**config.mk**
```make
export PLATFORM = sky130hd
export DESIGN_NAME = uart_tx_arbiter
export DESIGN_NICKNAME = d
export VERILOG_FILES = /design/src/rtl/uart_tx_arbiter.sv
export SDC_FILE = /design/constraint.sdc
export NUM_CORES = 1
export LEC_CHECK = 0
export ABC_AREA = 1
export CORE_UTILIZATION = 47
export CTS_BUF_LIST = sky130_fd_sc_hd__clkbuf_8 sky130_fd_sc_hd__clkbuf_16
export DETAILED_ROUTE_END_ITERATION = 8
export HOLD_SLACK_MARGIN = 0.12
export PLACE_DENSITY_LB_ADDON = 0.15
export SYNTH_ARGS = -nofsm -noshare
export SYNTH_HDL_FRONTEND = slang
export SYNTH_SLANG_ARGS = --single-unit
```
**constraint.sdc**
```tcl
create_clock -name clk -period 2 [get_ports clk]
set_input_delay 0.6 -clock clk [delete_from_list [all_inputs] [get_ports clk]]
set_output_delay 0.6 -clock clk [all_outputs]
set_load 0.005 [all_outputs]
```
**src/rtl/uart_tx_arbiter.sv**
```systemverilog
// uart_tx_arbiter: message-locked sharing of one UART transmit path among N_REQ sources.
// Round-robin by default; define UART_ARB_FIXED_PRIO_EN for fixed priority (source 0 first).
module uart_tx_arbiter #(
    parameter int N_REQ   = 4,
    parameter int TIMEOUT = 255
) (
    input  logic               clk,
    input  logic               rst,
    input  logic [N_REQ-1:0]   req,
    input  logic [N_REQ-1:0]   last,
    input  logic [8*N_REQ-1:0] data,
    output logic [N_REQ-1:0]   ack,
    output logic [N_REQ-1:0]   grant,
    output logic [7:0]         tx_din,
    output logic               tx_en,
    input  logic               tx_rdy,
    output logic               busy
);
    localparam int IW = $clog2(N_REQ);
    localparam int CW = (TIMEOUT > 0) ? $clog2(TIMEOUT + 1) : 1;
    localparam logic [CW-1:0] CNT_MAX = '1;
    localparam logic [CW-1:0] CNT_LIM = CW'(TIMEOUT);

    typedef enum logic [1:0] {
        IDLE,
        XFER,
        GAP
    } state_t;

    state_t           state, state_nxt;
    logic [IW-1:0]    owner, owner_nxt, winner;
    logic [CW-1:0]    cnt, cnt_nxt, cnt_inc;
    logic [N_REQ-1:0] grant_nxt, ack_nxt;
    logic [7:0]       din_nxt, owner_byte;
    logic             en_nxt, busy_nxt, rel;

    // idle counter saturates so a long stall with TIMEOUT=0 never wraps
    assign cnt_inc = (cnt == CNT_MAX) ? cnt : cnt + 1'b1;

    always_comb begin
        owner_byte = '0;
        for (int k = 0; k < N_REQ; k++) begin
            if (owner == IW'(k)) owner_byte = data[8*k +: 8];
        end
    end

`ifdef UART_ARB_FIXED_PRIO_EN
    always_comb begin
        winner = '0;
        for (int k = N_REQ - 1; k >= 0; k--) begin
            if (req[k]) winner = IW'(k);
        end
    end
`else
    logic [IW-1:0]    rr, off, owner_inc;
    logic [N_REQ-1:0] rot;
    logic [IW:0]      sum;

    assign owner_inc = (owner == IW'(N_REQ - 1)) ? '0 : owner + 1'b1;

    // rotate requests so bit 0 is the source under the rr pointer
    always_comb begin
        rot = N_REQ'({req, req} >> rr);
        off = '0;
        for (int k = N_REQ - 1; k >= 0; k--) begin
            if (rot[k]) off = IW'(k);
        end
        sum = {1'b0, rr} + {1'b0, off};
        if (sum >= (IW+1)'(N_REQ)) winner = IW'(sum - (IW+1)'(N_REQ));
        else winner = sum[IW-1:0];
    end

    always_ff @(posedge clk or posedge rst) begin
        if (rst) rr <= '0;
        else if (rel) rr <= owner_inc;
    end
`endif

    always_comb begin
        state_nxt = state;
        owner_nxt = owner;
        cnt_nxt   = cnt;
        grant_nxt = grant;
        busy_nxt  = busy;
        din_nxt   = tx_din;
        ack_nxt   = '0;
        en_nxt    = 1'b0;
        rel       = 1'b0;
        unique case (state)
            IDLE: begin
                if (|req) begin
                    owner_nxt = winner;
                    grant_nxt = N_REQ'(1) << winner;
                    busy_nxt  = 1'b1;
                    cnt_nxt   = '0;
                    state_nxt = XFER;
                end
            end
            XFER: begin
                if (req[owner]) begin
                    cnt_nxt = '0;
                    if (tx_rdy) begin
                        din_nxt = owner_byte;
                        en_nxt  = 1'b1;
                        ack_nxt = grant;
                        if (last[owner]) rel = 1'b1;
                        else state_nxt = GAP;
                    end
                end else begin
                    cnt_nxt = cnt_inc;
                    if (TIMEOUT != 0 && cnt_inc == CNT_LIM) rel = 1'b1;
                end
            end
            GAP: state_nxt = XFER;
            default: state_nxt = IDLE;
        endcase
        if (rel) begin
            grant_nxt = '0;
            busy_nxt  = 1'b0;
            cnt_nxt   = '0;
            state_nxt = IDLE;
        end
    end

    always_ff @(posedge clk or posedge rst) begin
        if (rst) begin
            state  <= IDLE;
            owner  <= '0;
            cnt    <= '0;
            grant  <= '0;
            ack    <= '0;
            tx_din <= 8'h00;
            tx_en  <= 1'b0;
            busy   <= 1'b0;
        end else begin
            state  <= state_nxt;
            owner  <= owner_nxt;
            cnt    <= cnt_nxt;
            grant  <= grant_nxt;
            ack    <= ack_nxt;
            tx_din <= din_nxt;
            tx_en  <= en_nxt;
            busy   <= busy_nxt;
        end
    end
endmodule

```
==> results of run 1 <==
## power by group through the flow
| stage | registers [uW] | clock network [uW] | logic (uW) |
|---|---|---|---|
| global placement | 1020 | 0 | 1890 |
| detailed placement | 1020 | 0 | 1930 |
| floorplan | 998 | 0 | 1170 |
| global route | 1050 | 638 | 2280 |
| CTS | 1020 | 609 | 1970 |
| finish | 1020 | 596 | 2000 |
## registers in the layout, summed over array words and instances (netlist names)
signal / count
tx_din: 8
state: 2
busy: 1
rr: 2
grant: 4
cnt: 8
tx_en: 1
owner: 2
ack: 4
## cells in the final DEF, fill, tap and decap left out, types with 4 or more instances in the layout
master	instances
nand3_1	33
clkdlybuf4s50_1	56
inv_1	29
nor2_2	5
dfrtp_1	31
a21oi_1	12
o21ai_0	20
nand2_1	102
buf_4	12
o21ai_1	9
nand4_1	7
nor2_1	14
dlygate4sd2_1	4
clkbuf_8	5
nand2_2	5
## synthesized netlist by cell type
| cell | instances |
|---|---|
| nand2_1 | 103 |
| nand3_1 | 33 |
| dfrtp_1 | 32 |
| inv_1 | 28 |
| o21ai_0 | 20 |
| nor2_1 | 15 |
| a21oi_1 | 12 |
| o21ai_1 | 9 |
| nand4_1 | 7 |
| ha_1 | 6 |
| clkbuf_1 | 4 |
| nand2_2 | 4 |
| nor2_2 | 4 |
| nand2_4 | 3 |
| buf_2 | 2 |
| clkinv_1 | 2 |
| inv_2 | 2 |
| nor2_4 | 2 |
| o21ai_2 | 2 |
| a22oi_1 | 1 |
| a32oi_1 | 1 |
| and2_1 | 1 |
| nand3_2 | 1 |
| nand3b_1 | 1 |
| nor3_1 | 1 |
| nor4_1 | 1 |
| o21a_1 | 1 |
| o21bai_1 | 1 |
## worst max-delay path, delay by kind of cell, from the launching register on
| family | cells | cell delay (ns) |
|---|---|---|
| adder cells (fa/ha/maj) | 1 | 0.22 |
| flip-flops | 1 | 0.40 |
| AND/OR/NAND/NOR | 10 | 1.04 |
| AO/OA/AOI/OAI | 1 | 0.08 |
## cell families (layout without fill, tap and decap cells)
| family | after synthesis | after routing | synth area share [%] |
|---|---|---|---|
| AND/OR/NAND/NOR | 176 | 176 | 38.4 |
| AO/OA/AOI/OAI | 47 | 47 | 12.3 |
| buffers and inverters | 38 | 113 | 7.02 |
| flip-flops | 32 | 32 | 38.7 |
| adder cells (fa/ha/maj) | 6 | 6 | 3.63 |
## routing by layer
metal | up-vias | GRT usage (%)
met1 | 960 | 35.2
met3 | 11 | 6.83
met5 | - | 0
met2 | 66 | 39.1
met4 | 0 | 8.85
li1 | 1125 | -
## area by class of cell
class | instances | share of cell area, %
multi-input combinational | 229 | 38.8
sequential | 32 | 27.3
clock buffer | 5 | 2.34
tap | 50 | 2.13
timing repair buffer | 73 | 24.0
clock inverter | 3 | 1.32
inverter | 32 | 4.09
## timing repair
item | CTS | global route
hold buffers | 0 | 0
setup endpoints to repair | 3 | 15
pin swaps | 2 | 0
setup buffers | 0 | 1
cloned | 0 | 0
hold endpoints to repair | 0 | 0
gates resized for setup | 8 | 3
## through the flow
stage	area, um2	utilization, %	TNS, ns	worst slack [ns]	total power [uW]
after floorplan	2070	-	0	0.324	2170
after global placement	2810	68.3	-4.95	-0.281	2900
after detailed placement	2810	68.3	-5.99	-0.323	2960
after CTS	2920	71.1	0	0.123	3600
after global routing	2940	71.4	0	0.00602	3970
final	2940	71.4	0	0.142	3610
## worst paths after layout
path | to | cells past startpoint | slack (ns) | start
max | grant[3]$_DFFE_PP0P_ | 12 | 0.14 | cnt[1]$_DFFE_PP0P_
min | tx_din[5]$_DFFE_PP0P_ | 2 | 0.49 | tx_din[5]$_DFFE_PP0P_
max reg2reg | grant[3]$_DFFE_PP0P_ | 12 | 0.14 | cnt[1]$_DFFE_PP0P_
min reg2reg | tx_din[5]$_DFFE_PP0P_ | 2 | 0.49 | tx_din[5]$_DFFE_PP0P_
max in group asynchronous | rr[0]$_DFFE_PP0P_ | 3 | 0.99 | rst
min in group asynchronous | cnt[2]$_DFFE_PP0P_ | 3 | 0.71 | rst
==> impl_metrics.json, run 1 <==
{
  "clockRootBuffer": "clkbuf_8",
  "vdd_drop_max_mv": 0.830,
  "arrival_ns": 2.03,
  "pwr_density_cell_nw_per_um2": 1230,
  "rows": 23,
  "numPlacedInstances": 415,
  "setup_violations": 0,
  "vias": 2162,
  "pwr-share-seq_pct": 28.1,
  "synth_top_area_share_pct": 38.7,
  "first_iter_violations": 106,
  "numCtsBuffers": 5,
  "htreeDepth": 2,
  "path_clk_slew_ns": 0.06,
  "area_growth_pct": 42.0,
  "required_ns": 2.17,
  "clkSinkCount": 32,
  "critPathLaunchType": "flip-flop",
  "cpMostUsedCell": "nand2_4",
  "syn_avg_cell_area_um2": 6.92,
  "pwr-share-clk_pct": 16.5,
  "top_layer": "met4",
  "avgRoutedWirePerCell_um": 12.5,
  "p_comb_share_pct": 55.4,
  "io_pins": 61,
  "hold_viol": 0,
  "layout.nets": 422,
  "drive_gt1_share_pct": 12.0,
  "switching_share_pct": 41.2,
  "synth-seq-cells": 32,
  "place.detailed.hpwl_um": 4130,
  "maxCapViolations": 0,
  "met3_wirelength_um": 262,
  "worstSetupEndpointType": "flip-flop",
  "final.min_clock_period_ns": 1.86,
  "drt-met1-wl_um": 2560,
  "antenna_found_initial": 0,
  "multi_input_area_um2": 1140,
  "clock_path_buffers": 2,
  "cpMaxStageDelayCell": "dfrtp_1",
  "drt_wl_total_um": 5320,
  "yosys.area.top_type": "dfrtp_1",
  "insertion_delay_ns": 0.28,
  "netlist_area_um2": 2070,
  "internal_power_uw": 2120,
  "holdWs_ns": 0.486,
  "place_congestion": 0.913,
  "die_x_um": 68.3,
  "slew_headroom_pct": 71.3,
  "regArea_um2": 802,
  "wl_met2_um": 2400,
  "slew_viol_final": 0,
  "period_share_pct": 92.9,
  "rsz0062_at_grt": "false",
  "worstPathMaxFanout": 9,
  "ys_warn_count": 0,
  "synth_cells": 299,
  "setup.worst_path.class": "reg -> reg",
  "initial_core_util_pct": 50.3,
  "switchingPower_uw": 1490,
  "grt_pass1_vias": 1959,
  "core_area_um2": 4120,
  "synth_nets": 348,
  "crit_chain": "ha_2 -> nand2_2 -> nor2_4 -> nand2_4 -> o21ai_2 -> nand2_1 -> nor2_2 -> nand3_2 -> nand2_4 -> nand2_4 -> nand3_1 -> nand2_1",
  "fill_cells": 353,
  "avgViaCountPerCell": 5.10,
  "cp_slowest_stage_delay_ns": 0.40,
  "overflow": 0,
  "die_h_um": 68.3,
  "hp-class": "reg -> reg",
  "grt_max_degree": 33,
  "leakage_uw": 0.00147,
  "netlist-cell-type-count": 28,
  "cts_tree": "built",
  "drc_errors": 0,
  "tightestPinTransition_ns": 0.430,
  "grt.total_usage_pct": 25.8,
  "ant_nets": 0,
  "finClkSkew_ns": 0.00421,
  "seq_area_frac_synth_pct": 38.7,
  "drt-pass1-iter-count": 5,
  "grt_pass1_wl_um": 8870,
  "numPortBuffers": 60,
  "die_area_um2": 4670,
  "synth_area_leaders": "dfrtp_1 (39%), nand2_1 (19%), nand3_1 (8.0%), inv_1 (5.1%), o21ai_0 (4.8%)",
  "outcome": "completed",
  "finalNonFillerCells": 424,
  "fmax_ghz": 0.538,
  "antenna_cells": 0
}
(Power assumes the default switching activity.)
==> run 2: changes to the inputs <==
--- a/config.mk
+++ b/config.mk
@@ -10,7 +10,8 @@
 export CTS_BUF_LIST = sky130_fd_sc_hd__clkbuf_8 sky130_fd_sc_hd__clkbuf_16
 export DETAILED_ROUTE_END_ITERATION = 8
 export HOLD_SLACK_MARGIN = 0.12
-export PLACE_DENSITY_LB_ADDON = 0.15
+export MAX_ROUTING_LAYER = met4
+export PLACE_DENSITY = 0.8
 export SYNTH_ARGS = -nofsm -noshare
 export SYNTH_HDL_FRONTEND = slang
 export SYNTH_SLANG_ARGS = --single-unit
==> run 2 against run 1 <==
Global-route usage grew 1.1 points; design area shrank 1.3%; cell count shrank 0.71%; clock-buffer cell count is the same; die area is the same; first-iteration DRC count grew 43%; maximum frequency shrank 1.1%; register-to-register slack is essentially flat; critical path type is now in -> reg.
==> impl_metrics.json, run 2 (synthesis gave the netlist of run 1 again) <==
{
  "required_ns": 2.23,
  "critPathLaunchType": "primary input",
  "crit_start": "req[3]",
  "hp-class": "reg -> reg",
  "grt_pass1_vias": 2011,
  "vdd_drop_max_mv": 0.985,
  "initial_core_util_pct": 50.3,
  "finalNonFillerCells": 421,
  "arrival_ns": 2.11,
  "worstSetupEndpointType": "flip-flop",
  "area_growth_pct": 40.2,
  "pwr_density_cell_nw_per_um2": 1210,
  "total_power_uw": 3510,
  "grt.total_usage_pct": 26.9,
  "leakage_uw": 0.00145,
  "clkSinkCount": 32,
  "numCtsBuffers": 5,
  "numPlacedInstances": 413,
  "multi_input_area_um2": 1140,
  "antenna_found_initial": 0,
  "switching_share_pct": 43.7,
  "place_congestion": 0.951,
  "avgViaCountPerCell": 5.33,
  "drt_wl_total_um": 5330,
  "place.detailed.hpwl_um": 4110,
  "rows": 23,
  "finClkSkew_ns": 0.0120,
  "period_share_pct": 94.0,
  "core_area_um2": 4120,
  "maxCapViolations": 0,
  "io_pins": 61,
  "drive_gt1_share_pct": 12.1,
  "drt-pass1-iter-count": 4,
  "clockRootBuffer": "clkbuf_8",
  "final_common_cell": "nand2_1",
  "grt_max_degree": 33,
  "grt_pass1_wl_um": 8880,
  "setup.worst_path.class": "in -> reg",
  "fill_cells": 356,
  "avgRoutedWirePerCell_um": 12.7,
  "tightestPinTransition_ns": 0.430,
  "reg_top3": "cnt x8, tx_din x8",
  "most-common-layout-cells": "nand2_1 (102), clkdlybuf4s50_1 (56), nand3_1 (33)",
  "pwr-share-seq_pct": 29.2,
  "worstPathMaxFanout": 4,
  "internal_power_uw": 1980,
  "overflow": 0,
  "cts_setup_buffers": 0,
  "ant_nets": 0,
  "p_comb_share_pct": 56.9,
  "numPortBuffers": 60,
  "hold_buffers": 0,
  "final.min_clock_period_ns": 1.88,
  "worstHoldStart": "tx_din[5]$_DFFE_PP0P_",
  "path_clk_slew_ns": 0.07,
  "antenna_cells": 0,
  "outcome": "completed",
  "hold_viol": 0,
  "regArea_um2": 803,
  "r2r_start": "cnt[1]$_DFFE_PP0P_",
  "pwr-share-clk_pct": 13.9,
  "slew_headroom_pct": 71.3,
  "die_area_um2": 4670,
  "htreeDepth": 2,
  "switchingPower_uw": 1530,
  "r2r_slack_ns": 0.15,
  "fmax_ghz": 0.532,
  "die_h_um": 68.3,
  "die_x_um": 68.3,
  "first_iter_violations": 152,
  "rsz0062_at_grt": "false",
  "clock_path_buffers": 2,
  "vias": 2246,
  "cts_tree": "built",
  "slew_viol_final": 0,
  "setup_violations": 0,
  "insertion_delay_ns": 0.29,
  "layout.nets": 419,
  "drc_errors": 0
}
==> run 2: changes by cell type in the layout (fill, tap and decap cells not counted), sizes merged <==
cell / before / now
buf: 13 / 10
dlygate4sd2: 4 / 3
clkinv: 3 / 5
bufinv: 1 / 0
inv: 31 / 30
dlymetal6s2s: 0 / 1
==> run 2: final cells by class <==
class	instances	share of cell area [%]
repair buffers	70	23.7
inverters	32	4.14
flip-flops and latches	32	27.7
clock buffers	5	2.37
clock inverters	3	0.647
multi-input cells	229	39.3
well taps	50	2.16
==> run 2: metrics by stage <==
stage	setup TNS, ns	hold slack [ns]	worst slack, ns	instance area, um2	utilization (%)
2_1_floorplan	0	0.458	0.324	2070	-
3_3_place_gp	-4.50	0.475	-0.284	2790	67.9
3_5_place_dp	-6.16	0.478	-0.377	2790	67.9
4_1_cts	0	0.496	0.0255	2890	70.3
5_1_grt	0	0.519	0.00762	2900	70.5
6_report	0	0.491	0.121	2900	70.5
==> run 2: power by group through the flow <==
stage          Clock [uW]  Sequential [uW]  Combinational [uW]
6_report              489             1030                2000
5_1_grt               527             1050                2250
4_1_cts               507             1020                1980
3_5_place_dp            0             1030                1920
3_3_place_gp            0             1020                1860
2_1_floorplan           0              998                1170
==> run 2: path summary, 6_finish.rpt <==
kind                       cells past startpoint               endpoint
setup / recovery                              12   grant[3]$_DFFE_PP0P_
hold / removal                                 2  tx_din[5]$_DFFE_PP0P_
setup reg to reg                              12      rr[0]$_DFFE_PP0P_
hold reg to reg                                2  tx_din[5]$_DFFE_PP0P_
max in group asynchronous                      3     cnt[0]$_DFFE_PP0P_
min in group asynchronous                      3  tx_din[3]$_DFFE_PP0P_
==> run 2: repair_timing <==
item                       CTS  global route
setup endpoints to repair    4            20
resized for setup            9             4
pin swaps                    2             0
==> run 2: per-layer routing <==
layer | GRT usage, % | up-vias | routed length [um]
li1 | - | 1119 | -
met1 | 33.1 | 1030 | 2430
met2 | 41.8 | 80 | 2420
met3 | 6.00 | 17 | 309
met4 | 12.8 | 0 | 173
met5 | - | - | 0
==> run 2: worst max-delay path: stages <==
cell           delay (ns)
dlygate4sd2_1        0.28
nand2_1              0.10
and2_1               0.16
nand2_1              0.08
a22oi_2              0.21
ha_2                 0.20
inv_1                0.04
nand3_1              0.09
nand2_2              0.09
nor2_2               0.12
nand2_1              0.07
nand2_1              0.06
==> run 3: changes to the inputs <==
--- a/config.mk
+++ b/config.mk
@@ -7,11 +7,10 @@
 export LEC_CHECK = 0
 export ABC_AREA = 1
 export CORE_UTILIZATION = 47
-export CTS_BUF_LIST = sky130_fd_sc_hd__clkbuf_8 sky130_fd_sc_hd__clkbuf_16
 export DETAILED_ROUTE_END_ITERATION = 8
 export HOLD_SLACK_MARGIN = 0.12
 export MAX_ROUTING_LAYER = met4
-export PLACE_DENSITY = 0.8
+export PLACE_DENSITY_LB_ADDON = 0.15
 export SYNTH_ARGS = -nofsm -noshare
 export SYNTH_HDL_FRONTEND = slang
 export SYNTH_SLANG_ARGS = --single-unit
==> run 3 against run 2 <==
Utilization is 0.91 points higher; global-route usage is 0.49 points lower; combinational power hardly changed; critical endpoint unchanged; largest cell class unchanged; largest power group unchanged; highest routed layer unchanged.
==> impl_metrics.json, run 3 (synthesis gave the netlist of run 1 again) <==
{
  "outcome": "completed",
  "pwr-share-clk_pct": 16.6,
  "first_iter_violations": 107,
  "setup.worst_path.class": "reg -> reg",
  "rows": 23,
  "tightestPinTransition_ns": 0.428,
  "worstHoldStart": "tx_din[5]$_DFFE_PP0P_",
  "fmax_ghz": 0.535,
  "fin_area_um2": 2940,
  "met2_usage_pct": 39.1,
  "area_growth_pct": 42.0,
  "core_area_um2": 4120,
  "period_share_pct": 93.5,
  "place_congestion": 0.928,
  "place.detailed.hpwl_um": 4130,
  "clkSinkCount": 32,
  "crit_start": "cnt[1]$_DFFE_PP0P_",
  "internal_power_uw": 2130,
  "drt_wl_total_um": 5320,
  "required_ns": 2.17,
  "critPathLaunchType": "flip-flop",
  "pwr_density_cell_nw_per_um2": 1230,
  "antenna_cells": 0,
  "clockRootBuffer": "clkbuf_8",
  "avgViaCountPerCell": 5.06,
  "slew_viol_final": 0,
  "ant_nets": 0,
  "fill_cells": 353,
  "finalNonFillerCells": 424,
  "reg_top3": "cnt x8, tx_din x8",
  "avgRoutedWirePerCell_um": 12.5,
  "worstPathMaxFanout": 9,
  "p_comb_share_pct": 55.3,
  "leakage_uw": 0.00146,
  "hold_viol": 0,
  "final_common_cell": "nand2_1",
  "maxCapViolations": 0,
  "cp_slowest_stage_delay_ns": 0.40,
  "layout.nets": 422,
  "cts_tree": "built",
  "met3_usage_pct": 6.33,
  "clock_path_buffers": 2,
  "grt_pass1_vias": 1960,
  "drt-pass1-iter-count": 4,
  "switchingPower_uw": 1490,
  "hp-class": "reg -> reg",
  "holdWs_ns": 0.486,
  "setup_violations": 0,
  "r2r_start": "cnt[1]$_DFFE_PP0P_",
  "cpMaxStageDelayCell": "dfrtp_1",
  "grt_util_met1_pct": 35.2,
  "arrival_ns": 2.04,
  "numCtsBuffers": 5,
  "initial_core_util_pct": 50.3,
  "crit_buf_inv": 1,
  "drive_gt1_share_pct": 12.0,
  "die_x_um": 68.3,
  "dpl-instance-area_um2": 2810,
  "overflow": 0,
  "htreeDepth": 2,
  "slew_headroom_pct": 71.4,
  "io_pins": 61,
  "numPortBuffers": 60,
  "antenna_found_initial": 0,
  "grt_busiest_layer": "met2",
  "final.min_clock_period_ns": 1.87,
  "drc_errors": 0,
  "numPlacedInstances": 415,
  "most-common-layout-cells": "nand2_1 (102), clkdlybuf4s50_1 (56), nand3_1 (33)",
  "pwr-share-seq_pct": 28.1,
  "rsz0062_at_grt": "false",
  "worstSetupEndpointType": "flip-flop",
  "crit_chain": "ha_2 -> nand2_2 -> nor2_4 -> nand2_4 -> nand2_1 -> nand2_1 -> clkinv_1 -> nand2_2 -> nor2_2 -> nand3_2 -> nand2_4 -> nand2_4 -> nand3_1 -> nand2_1",
  "vias": 2144,
  "cp_top_family": "simple AND/OR/NAND/NOR gates",
  "grt_pass1_wl_um": 8860,
  "finClkSkew_ns": 0.00400,
  "insertion_delay_ns": 0.28,
  "switching_share_pct": 41.2,
  "grt_max_degree": 33,
  "grt.total_usage_pct": 26.5,
  "vdd_drop_max_mv": 0.827,
  "die_area_um2": 4670,
  "path_clk_slew_ns": 0.06,
  "setup_tns_ns": 0,
  "die_h_um": 68.3
}
## run 3: cell types whose count changed in the layout (fill, tap and decap cells not counted), sizes merged
cell / change
buf: +3
clkinv: -2
bufinv: +1
clkbuf: +1
dlygate4sd2: +1
dlymetal6s2s: -1
## run 3: worst register-to-register path, stage by stage, from the launching register on
cell      delay, ns
dfrtp_1        0.40
ha_2           0.22
nand2_2        0.08
nor2_4         0.17
nand2_4        0.11
nand2_1        0.07
nand2_1        0.05
clkinv_1       0.06
nand2_2        0.05
nor2_2         0.09
nand3_2        0.11
nand2_4        0.10
nand2_4        0.09
nand3_1        0.09
nand2_1        0.05
## run 3: area by class of cell
type	count	area [um2]	share of cell area [%]
multi-input combinational	229	1140	38.8
sequential	32	802	27.3
timing repair buffer	73	706	24.0
inverter	32	120	4.09
clock buffer	6	72.6	2.47
tap	50	62.6	2.13
clock inverter	2	35.0	1.19
## run 3: path summary, 6_finish.rpt
check                                        endpoint  slack (ns)  cells after the start
min in group asynchronous          cnt[2]$_DFFE_PP0P_        0.71                      3
worst min register to register  tx_din[5]$_DFFE_PP0P_        0.49                      2
worst max-delay path             grant[3]$_DFFE_PP0P_        0.13                     14
max in group asynchronous           rr[0]$_DFFE_PP0P_        0.99                      3
worst max register to register   grant[3]$_DFFE_PP0P_        0.13                     14
worst min-delay path            tx_din[5]$_DFFE_PP0P_        0.49                      2
## run 3: layer usage
metal | wire length [um] | vias up
met3 | 207 | 11
met4 | 95 | 0
met2 | 2420 | 46
met1 | 2600 | 964
met5 | 0 | -
li1 | - | 1123
## run 3: what timing repair did
action	in CTS	in global routing
setup endpoints to repair	3	15
hold buffers	0	0
resized for setup	8	3
buffers inserted	0	1
pin swaps	2	0
## run 3: power by group through the flow
stage                     sequential, uW  clock (uW)  combinational [uW]
after floorplan                      998           0                1170
after global placement              1020           0                1890
after detailed placement            1020           0                1930
after CTS                           1020         614                1970
after global routing                1050         640                2280
final                               1020         601                2000
## run 3: stage by stage
step / total power [uW] / worst slack (ns) / util [%]
6_report: 3620 / 0.130 / 71.4
5_1_grt: 3970 / 0.00617 / 71.4
4_1_cts: 3600 / 0.123 / 71.1
3_5_place_dp: 2960 / -0.323 / 68.3
3_3_place_gp: 2900 / -0.281 / 68.3
2_1_floorplan: 2170 / 0.324 / -
